[src/rtl/cache_port_arb.sv]
`default_nettype none
// ============================================================================
// Module      : cache_port_arb
// Description : Arbiter/sequencer for the single L2 state/tag/data array
//               port. Chooses between the L1-side request path and the
//               snoop-side request path one access at a time, and holds the
//               winner's op/address stable until the array reports done.
//               Snoops win ties by default. Optional starvation guard,
//               enabled by defining CACHE_ARB_STARVE_EN, lets a waiting L1
//               request win after STARVE_MAX back-to-back snoop grants.
// Revision    : 1.0 - initial release
// ============================================================================
module cache_port_arb #(
    parameter int SADDR_WIDTH = 58,
    parameter int IDX_WIDTH   = 10,
    parameter int STARVE_MAX  = 4
) (
    input  logic                             clk,
    input  logic                             rst_n,
    input  logic                             l1_valid,
    input  logic [2:0]                       l1_op,
    input  logic [SADDR_WIDTH-1:0]           l1_addr,
    output logic                             l1_ready,
    input  logic                             snp_valid,
    input  logic [1:0]                       snp_op,
    input  logic [SADDR_WIDTH-1:0]           snp_addr,
    output logic                             snp_ready,
    output logic                             arr_valid,
    output logic                             arr_sel,
    output logic [2:0]                       arr_op,
    output logic [SADDR_WIDTH-1:0]           arr_addr,
    output logic [IDX_WIDTH-1:0]             arr_idx,
    input  logic                             arr_done,
    output logic [$clog2(STARVE_MAX+1)-1:0]  starve_cnt
);

    localparam int CNT_WIDTH = $clog2(STARVE_MAX + 1);

    typedef enum logic [1:0] {
        ARB_IDLE = 2'd0,
        ARB_L1   = 2'd1,
        ARB_SNP  = 2'd2
    } arb_state_t;

    arb_state_t             state_q,     state_d;
    logic                   l1_ready_q,  l1_ready_d;
    logic                   snp_ready_q, snp_ready_d;
    logic                   arr_valid_q, arr_valid_d;
    logic                   arr_sel_q,   arr_sel_d;
    logic [2:0]             arr_op_q,    arr_op_d;
    logic [SADDR_WIDTH-1:0] arr_addr_q,  arr_addr_d;

    logic                   is_idle;
    logic                   starve_ovr;
    logic                   grant_snp;
    logic                   grant_l1;

    // Grants are only ever decided while the port is free; a saturated
    // starvation count flips the tie in favour of the waiting L1 request.
    assign is_idle   = (state_q == ARB_IDLE);
    assign grant_snp = is_idle && snp_valid && !(l1_valid && starve_ovr);
    assign grant_l1  = is_idle && l1_valid && !grant_snp;

`ifdef CACHE_ARB_STARVE_EN
    localparam logic [CNT_WIDTH-1:0] STARVE_LIMIT = CNT_WIDTH'(STARVE_MAX);

    logic [CNT_WIDTH-1:0] starve_q, starve_d;

    assign starve_ovr = (starve_q == STARVE_LIMIT);
    assign starve_cnt = starve_q;

    // Count snoop grants that bypass a waiting L1 request; saturate at the limit.
    always_comb begin
        starve_d = starve_q;
        if (is_idle) begin
            if (grant_l1 || !l1_valid) begin
                starve_d = '0;
            end else if (grant_snp && (starve_q != STARVE_LIMIT)) begin
                starve_d = starve_q + 1'b1;
            end
        end
    end

    // Starvation counter register.
    always_ff @(posedge clk or negedge rst_n) begin
        if (!rst_n) begin
            starve_q <= '0;
        end else begin
            starve_q <= starve_d;
        end
    end
`else
    assign starve_ovr = 1'b0;
    assign starve_cnt = '0;
`endif

    // Next-state and next-output logic: capture the winner on grant, pulse
    // its ready once, and hold everything until the array signals done.
    always_comb begin
        state_d     = state_q;
        l1_ready_d  = 1'b0;
        snp_ready_d = 1'b0;
        arr_valid_d = arr_valid_q;
        arr_sel_d   = arr_sel_q;
        arr_op_d    = arr_op_q;
        arr_addr_d  = arr_addr_q;
        case (state_q)
            ARB_IDLE: begin
                if (grant_snp) begin
                    state_d     = ARB_SNP;
                    snp_ready_d = 1'b1;
                    arr_valid_d = 1'b1;
                    arr_sel_d   = 1'b1;
                    arr_op_d    = {1'b0, snp_op};
                    arr_addr_d  = snp_addr;
                end else if (grant_l1) begin
                    state_d     = ARB_L1;
                    l1_ready_d  = 1'b1;
                    arr_valid_d = 1'b1;
                    arr_sel_d   = 1'b0;
                    arr_op_d    = l1_op;
                    arr_addr_d  = l1_addr;
                end else begin
                    arr_valid_d = 1'b0;
                end
            end
            ARB_L1, ARB_SNP: begin
                if (arr_done) begin
                    state_d     = ARB_IDLE;
                    arr_valid_d = 1'b0;
                end
            end
            default: begin
                state_d     = ARB_IDLE;
                arr_valid_d = 1'b0;
            end
        endcase
    end

    // FSM state and registered outputs.
    always_ff @(posedge clk or negedge rst_n) begin
        if (!rst_n) begin
            state_q     <= ARB_IDLE;
            l1_ready_q  <= 1'b0;
            snp_ready_q <= 1'b0;
            arr_valid_q <= 1'b0;
            arr_sel_q   <= 1'b0;
            arr_op_q    <= 3'd0;
            arr_addr_q  <= '0;
        end else begin
            state_q     <= state_d;
            l1_ready_q  <= l1_ready_d;
            snp_ready_q <= snp_ready_d;
            arr_valid_q <= arr_valid_d;
            arr_sel_q   <= arr_sel_d;
            arr_op_q    <= arr_op_d;
            arr_addr_q  <= arr_addr_d;
        end
    end

    assign l1_ready  = l1_ready_q;
    assign snp_ready = snp_ready_q;
    assign arr_valid = arr_valid_q;
    assign arr_sel   = arr_sel_q;
    assign arr_op    = arr_op_q;
    assign arr_addr  = arr_addr_q;
    assign arr_idx   = arr_addr_q[IDX_WIDTH-1:0];

endmodule
`default_nettype wire
[config.mk]
export PLATFORM = sky130hd
export DESIGN_NAME = cache_port_arb
export DESIGN_NICKNAME = d
export VERILOG_FILES = /design/src/rtl/cache_port_arb.sv
export SDC_FILE = /design/constraint.sdc
export NUM_CORES = 1
export LEC_CHECK = 0
export CAP_MARGIN = 20
export CORE_ASPECT_RATIO = 1.75
export CORE_MARGIN = 4
export CORE_UTILIZATION = 33
export CTS_CLUSTER_SIZE = 8
export DETAILED_ROUTE_END_ITERATION = 10
export GPL_TIMING_DRIVEN = 0
export PLACE_DENSITY = 0.84
export SLEW_MARGIN = 20
export SYNTH_ARGS = -nofsm -noshare
export SYNTH_HDL_FRONTEND = slang
export SYNTH_SLANG_ARGS = --single-unit
[constraint.sdc]
create_clock -name clk -period 2.72 [get_ports clk]
set_input_delay 0.544 -clock clk [delete_from_list [all_inputs] [get_ports clk]]
set_output_delay 0.544 -clock clk [all_outputs]
set_load 0.005 [all_outputs]
==> results of run 1 <==
-- cells in the mapped netlist, types with 2 or more instances --
cell,n
buf_2,19
a21oi_1,63
buf_4,18
dfrtp_1,67
inv_1,4
clkbuf_1,7
nand2_1,6
o22ai_1,121
nor2_1,2
-- logic make-up (layout without fill, tap and decap cells) --
group | Yosys count | after routing | synth area share [%]
buffers and inverters | 50 | 266 | 9.07
other | 1 | 3 | 0.120
adders and majority gates | 1 | 1 | 0.401
DFF | 67 | 67 | 53.8
AOI/OAI and AO/OA | 186 | 186 | 34.9
and+or+nand+nor | 12 | 12 | 1.73
-- stage by stage --
step,power (W),TNS (ns),util (%),setup slack (ns),cells
finish,0.00605,0,60.9,0.823,655
global route,0.00643,0,60.9,0.757,655
CTS,0.00609,0,60.9,0.803,655
detailed placement,0.00496,0,57.9,0.675,640
global placement,0.00482,-76.25,57.7,-1.14,639
floorplan,0.00321,0,-,1.48,319
-- power by group through the flow --
stage / sequential (W) / clock (W) / combinational [W]
3_3_place_gp: 0.00187 / 0 / 0.00294
4_1_cts: 0.00190 / 0.00113 / 0.00306
5_1_grt: 0.00196 / 0.00117 / 0.00329
3_5_place_dp: 0.00191 / 0 / 0.00305
6_report: 0.00191 / 0.00110 / 0.00304
2_1_floorplan: 0.00189 / 0 / 0.00132
-- sequential cells by signal (all words and copies together) (netlist names) --
signal,count
arr_addr,58
arr_op,3
arr_sel,1
arr_valid,1
l1_ready,1
snp_ready,1
state_q,2
-- cells in the final DEF, fill, tap and decap left out --
cell type,instances
conb_1,3
a21boi_0,1
nand3_1,1
or2_1,1
buf_4,19
bufinv_16,1
nand2b_1,1
a21oi_1,63
inv_2,1
buf_12,1
nand2_1,6
buf_2,19
clkdlybuf4s50_1,199
clkbuf_4,1
clkbuf_16,9
nor2_1,2
a41o_1,1
inv_1,4
ha_1,1
nor2b_1,1
dfrtp_1,67
o22ai_1,121
clkbuf_1,10
clkinv_2,2
-- path summary, 6_finish.rpt --
kind | start | cells after the start | end | slack [ns]
hold / removal | rst_n | 1 | arr_addr[22]$_DFFE_PN0P_ | 0.17
setup reg to reg | state_q[0]$_DFFE_PN0P_ | 6 | arr_addr[25]$_DFFE_PN0P_ | 1.11
hold reg to reg | arr_sel$_DFFE_PN0P_ | 2 | arr_sel$_DFFE_PN0P_ | 0.49
min in group clk | arr_sel$_DFFE_PN0P_ | 2 | arr_sel$_DFFE_PN0P_ | 0.49
setup / recovery | arr_addr[3]$_DFFE_PN0P_ | 2 | arr_idx[3] | 0.82
max in group asynchronous | rst_n | 2 | arr_addr[54]$_DFFE_PN0P_ | 2.00
-- layer usage --
metal / GRT usage (%) / wire (µm) / up-vias
li1: - / - / 1667
met1: 24.3 / 4700 / 1752
met2: 40.7 / 7010 / 172
met3: 5.01 / 679 / 40
met4: 11.1 / 477 / 0
met5: 0 / 0 / -
-- layout make-up --
cell class                      instances  area share [%]
Multi-Input combinational cell        202            20.9
Tap cell                              120            2.69
Clock inverter                          3           0.718
Buffer                                 45            4.74
Clock buffer                           12            4.24
Timing Repair Buffer                  201            36.2
Inverter                                5           0.337
Sequential cell                        67            30.1
==> results.md, run 1 <==
* Outcome: complete, no violations
* TritonCTS clock tree: yes
* # diodes at 0
* CP peak stage delay at about 0.5 ns
* GRT Overall Usage at about 23%
* Fin nets at about 660
* # Post-CTS Setup Buffers at 0
* CP required at 2.18 ns
* Delay-heaviest family, CP: buffers and inverters
* Slowest cell on the critical path: clkdlybuf4s50_1
* I/O pin cnt at around 200
* Core Box Area at 9150 µm²
* YS warnings at 0
* Crit share post-route at a little over two thirds
* Post-synth top flop: dfrtp_1
* Area Growth Syn to Fin at 78.7%
* Vias in the first global route at around 3,800
* Post-synth EDFFs at 0
* HP Class: input pin to asynchronous set/reset pin
* Clk_lat worst skew at 0.32 ns
* Final Max Tran Viols at 0
* Asr flop ratio synth at 100%
* # hold bufs at CTS at 0
* DR iter-0 viols at about 170
* Worst Path Arrival at around 1.4 ns
* Synthesized instance count at about 320
* Total wire length at around 13 mm
* Sw frac at between 30% and 40%
* Total global routing overflow at 0
* Number of remaining DRC errors at 0
* Comb pwr share at around half
* Layout cell share with drive strength beyond 1 at 9.91%
* Synth top area share at around 54%
* Die Footprint at roughly 11,000 µm²
* Fin crit period at between 1.5 and 2 ns
* CTS clock-pin slew for the worst setup and hold paths at 0.05 ns
* Measured slew at the worst slew-check pin at between 0.5 and 0.6 ns
* Slew margin rel. at between 60 and 70%
* Largest net degree at the start of global routing at 37
* Synthesis-stage register bit count at 67
* Post-route cell area at roughly 5600 µm²
* Mapped cell area at about 3100 µm²
* Power per cell area at approximately 1100 nW/µm²
* Post-DRT Antenna Nets at 0
* First-pass detailed-route iteration total at 4
* Multi-input logic area at roughly 1200 µm²
* Register area share after synthesis at between 50% and 60%
* Area leader, netlist: dfrtp_1
* Root buf cell: clkbuf_16
* Power Internal at roughly 0.0040 W
* Fin. Hold Viols at 0
* Initial core utilization at between 30% and 40%
* Fillers at approximately 800
* Flop pwr share at approximately a third
* Clock power frac at 18.2%
* Clock Skew at roughly 0.0058 ns
* Avg WL per Cell at between 15 and 20 µm
* Synth area leaders: dfrtp_1 54%, o22ai_1 24%, a21oi_1 10%
* Peak supply drop at ~0.00058 V
* Reg area at 1680 µm²
* CP Launch Type: flip-flop
* Die width at 81.5 µm
* Clock tree buffer depth at 2
* Global-route wire length before repair at 19.1 mm
* Post-CTS Resized at 0
* Hpwl dp at roughly 10 mm
* Cell Chain, Critical Path: buf_4 > clkdlybuf4s50_1
* Global placement routability congestion at ~0.85
* Yosys cell types at 19
* IO buf count at 200
* Final setup violation count at 0
* Unrepaired setup endpoints after global routing: no
* Placed Area at around 5300 µm²
* # clock sinks at 67
* Placement Rows at between 40 and 50
* Peak Freq at around 530 MHz
* Initial antenna violation count at 0
* Lkg Pwr at about 2.2 nW
* Hold Slack at between 0.15 and 0.2 ns
* Worst setup EP type: output pin
* Max Cap Violations at 0
* Die Ht at about 140 µm
* Crit path kind: flip-flop to output pin
* Via density at 5.54
* Mapped Avg Cell Area at between 9 and 10 µm²
* Inserted Clock Buffers at 9
* CP bufs+invs at 2
* H-Tree Depth at 3
* Psw at between 0.002 and 0.0025 W
* Via count at around 3,600
* Worst Path Max Fanout at 4
(Power assumes the default switching activity.)
==> run 2: changes to the inputs <==
==> constraint.sdc (replaced) <==
create_clock -name clk -period 1.8 [get_ports clk]
set_input_delay 0.36 -clock clk [delete_from_list [all_inputs] [get_ports clk]]
set_output_delay 0.36 -clock clk [all_outputs]
set_load 0.005 [all_outputs]
==> run 2 against run 1 <==
  * First-iteration DRC count rose by 4.2%
  * Clock skew barely moved
  * Via count fell by 0.85%
  * Critical path depth did not move
  * Critical path type unchanged
==> results.md, run 2 (synthesis results as in run 1) <==
* Worst setup EP type: output pin
* Max Cap Violations at 0 (unchanged)
* DP Worst Slack at -0.0611 ns (-0.736 ns)
* H-Tree Depth at 3 (unchanged)
* # Post-CTS Setup Buffers at 0 (unchanged)
* Lkg Pwr at 2.20 nW (+0.19%)
* Placement Rows at 46 (unchanged)
* CTS clock-pin slew for the worst setup and hold paths at 0.05 ns (about the same)
* Die width at 81.5 µm (unchanged)
* Most frequent cells in the layout: 199 x clkdlybuf4s50_1, 121 x o22ai_1, 67 x dfrtp_1
* Global placement routability congestion at 0.846 (unchanged)
* Unrepaired setup endpoints after global routing: no
* Slew margin rel. at 64.4% (-0.22 points)
* Clock tree buffer depth at 2 (unchanged)
* Final design utilization at 61.0% (+0.11 points)
* Avg WL per Cell at 19.7 µm (about the same)
* IO buf count at 200 (unchanged)
* Total wire length at 12.9 mm (+0.23%)
* Comb pwr share at 50.2% (about the same)
* PnR worst setup slack at 0.0818 ns (-0.741 ns)
* Psw at 0.00312 W (+52%)
* Max reg flops at 58 (unchanged)
* DR iter-0 viols at 173 (+4.2%)
* Peak supply drop at 0.000891 V (+54%)
* TritonCTS clock tree: yes
* Power per cell area at 1640 nW/µm² (+51%)
* Placed insts at 640 (unchanged)
* Outcome: complete, no violations
* Final Max Tran Viols at 0 (unchanged)
* Inserted Clock Buffers at 9 (unchanged)
* Core Box Area at 9150 µm² (unchanged)
* Via count at 3,600 (-0.85%)
* Area Growth Syn to Fin at 79.0%
* Setup TNS at 0 ns (unchanged)
* Power Internal at 0.00603 W (+51%)
* Final non-filler cell total at 656 (+0.15%)
* Number of remaining DRC errors at 0 (unchanged)
* Post-route cell area at 5580 µm² (+0.18%)
* Final setup violation count at 0 (unchanged)
* Die Footprint at 11,100 µm² (unchanged)
* Fillers at 778 (-0.13%)
* Clock power frac at 18.2% (about the same)
* Total global routing overflow at 0 (unchanged)
* Fin crit period at approximately 1.7 ns
* Post-DRT Antenna Nets at 0 (unchanged)
* Vias in the first global route at 3,787 (+0.11%)
* Crit share post-route at 95.5%
* First-pass detailed-route iteration total at 4 (unchanged)
* Die Ht at 137 µm (unchanged)
* Initial antenna violation count at 0 (unchanged)
* Hpwl dp at 9.85 mm (unchanged)
* Root buf cell: clkbuf_16
* CP Launch Type: flip-flop
* Fin. Hold Viols at 0 (unchanged)
* Clk_lat worst skew at 0.32 ns (about the same)
* GRT Overall Usage at 22.7% (+0.041 points)
* Layout cell share with drive strength beyond 1 at 9.89% (-0.018 points)
* Measured slew at the worst slew-check pin at 0.534 ns (+0.00334 ns)
* # diodes at 0 (unchanged)
* Sw frac at 34.1% (+0.057 points)
* Initial core utilization at 34.1% (unchanged)
* CP required at 1.44 ns (-0.74 ns)
* Crit path kind: flip-flop to output pin
* Placed Area at 5300 µm² (unchanged)
* Largest net degree at the start of global routing at 37 (unchanged)
* Fin nets at 659 (+0.15%)
* # clock sinks at 67 (unchanged)
* I/O pin cnt at 204 (unchanged)
* Worst Path Arrival at 1.36 ns (about the same)
* Peak Freq at between 500 and 600 MHz
* Clock Skew at 0.00603 ns (+0.000241 ns)
* Commonest non-fill, non-tap cell in the layout: clkdlybuf4s50_1
* Flop pwr share at 31.5% (about the same)
* HP Class: flip-flop to flip-flop
* Worst Path Max Fanout at 4 (unchanged)
* Global-route wire length before repair at 19.2 mm (+0.21%)
* Via density at 5.49 (-1.0%)
## run 2: cell count changes in the layout (fill, tap and decap cells not counted), sizes merged
cell         before  now
dlygate4sd3       0    1
## run 2: worst max-delay path, stage by stage (launching register included)
cell and delay, ns:
dfrtp_1 0.41, buf_4 0.14, clkdlybuf4s50_1 0.49
## run 2: worst paths after layout
check                                      endpoint  depth (start not counted)  slack (ns)               startpoint
setup reg to reg           arr_addr[25]$_DFFE_PN0P_                          6        0.21   state_q[0]$_DFFE_PN0P_
setup / recovery                         arr_idx[4]                          2        0.08  arr_addr[4]$_DFFE_PN0P_
hold / removal                  arr_sel$_DFFE_PN0P_                          2        0.49      arr_sel$_DFFE_PN0P_
min in group asynchronous  arr_addr[22]$_DFFE_PN0P_                          2        0.53                    rst_n
max in group asynchronous  arr_addr[54]$_DFFE_PN0P_                          3        0.72                    rst_n
hold reg to reg                 arr_sel$_DFFE_PN0P_                          2        0.49      arr_sel$_DFFE_PN0P_
## run 2: what timing repair did
item | CTS | global route
hold endpoints to repair | 31 | 0
endpoints found under the setup margin | 0 | 0
hold buffers | 1 | 0
gates resized for setup | 0 | 0
## run 2: routing by layer
metal	GRT usage, %	share of wire (%)	vias to the layer above	routed length [µm]
li1	-	-	1672	-
met1	24.4	37	1734	4770
met4	11.0	3.7	0	482
met2	40.7	54	155	6990
met5	0	0	-	0
met3	5.07	5.0	39	645
## run 2: through the flow
step,power [W],hold slack (ns)
2_1_floorplan,0.00485,0.0644
3_3_place_gp,0.00728,0.473
3_5_place_dp,0.00749,0.333
4_1_cts,0.00920,0.495
5_1_grt,0.00973,0.551
6_report,0.00915,0.492
## run 2: layout make-up
class                      count  area (µm²)  share of cell area (%)
timing repair buffer         202        2030                    36.4
sequential                    67        1680                    30.0
multi-input combinational    202        1170                    20.9
buffer                        45         264                    4.73
clock buffer                  12         236                    4.24
tap                          120         150                    2.69
clock inverter                 3        40.0                   0.717
inverter                       5        18.8                   0.336
## run 2: power groups by stage
stage,logic (W),clock network [W],registers [W]
4_1_cts,0.00463,0.00171,0.00286
3_5_place_dp,0.00461,0,0.00288
5_1_grt,0.00498,0.00178,0.00297
3_3_place_gp,0.00445,0,0.00283
2_1_floorplan,0.00199,0,0.00286
6_report,0.00459,0.00167,0.00289
==> run 3: changes to the inputs <==
--- a/config.mk
+++ b/config.mk
@@ -9,10 +9,10 @@
 export CORE_ASPECT_RATIO = 1.75
 export CORE_MARGIN = 4
 export CORE_UTILIZATION = 33
-export CTS_CLUSTER_SIZE = 8
 export DETAILED_ROUTE_END_ITERATION = 10
 export GPL_TIMING_DRIVEN = 0
 export PLACE_DENSITY = 0.84
+export SKIP_LAST_GASP = 1
 export SLEW_MARGIN = 20
 export SYNTH_ARGS = -nofsm -noshare
 export SYNTH_HDL_FRONTEND = slang
==> constraint.sdc (replaced) <==
create_clock -name clk -period 1.83 [get_ports clk]
set_input_delay 0.366 -clock clk [delete_from_list [all_inputs] [get_ports clk]]
set_output_delay 0.366 -clock clk [all_outputs]
set_load 0.005 [all_outputs]
==> results of run 3 <==
The final DEF is identical to that of run 2. Status: complete, no violations.
Main changes from that run: setup slack after placement -0.0611 ns -> -0.0371 ns; setup slack after layout 0.0818 ns -> 0.106 ns; register-to-register setup slack 0.21 ns -> 0.24 ns; total power 0.00915 W -> 0.00900 W; worst IR drop on VDD 0.000891 V -> 0.000876 V
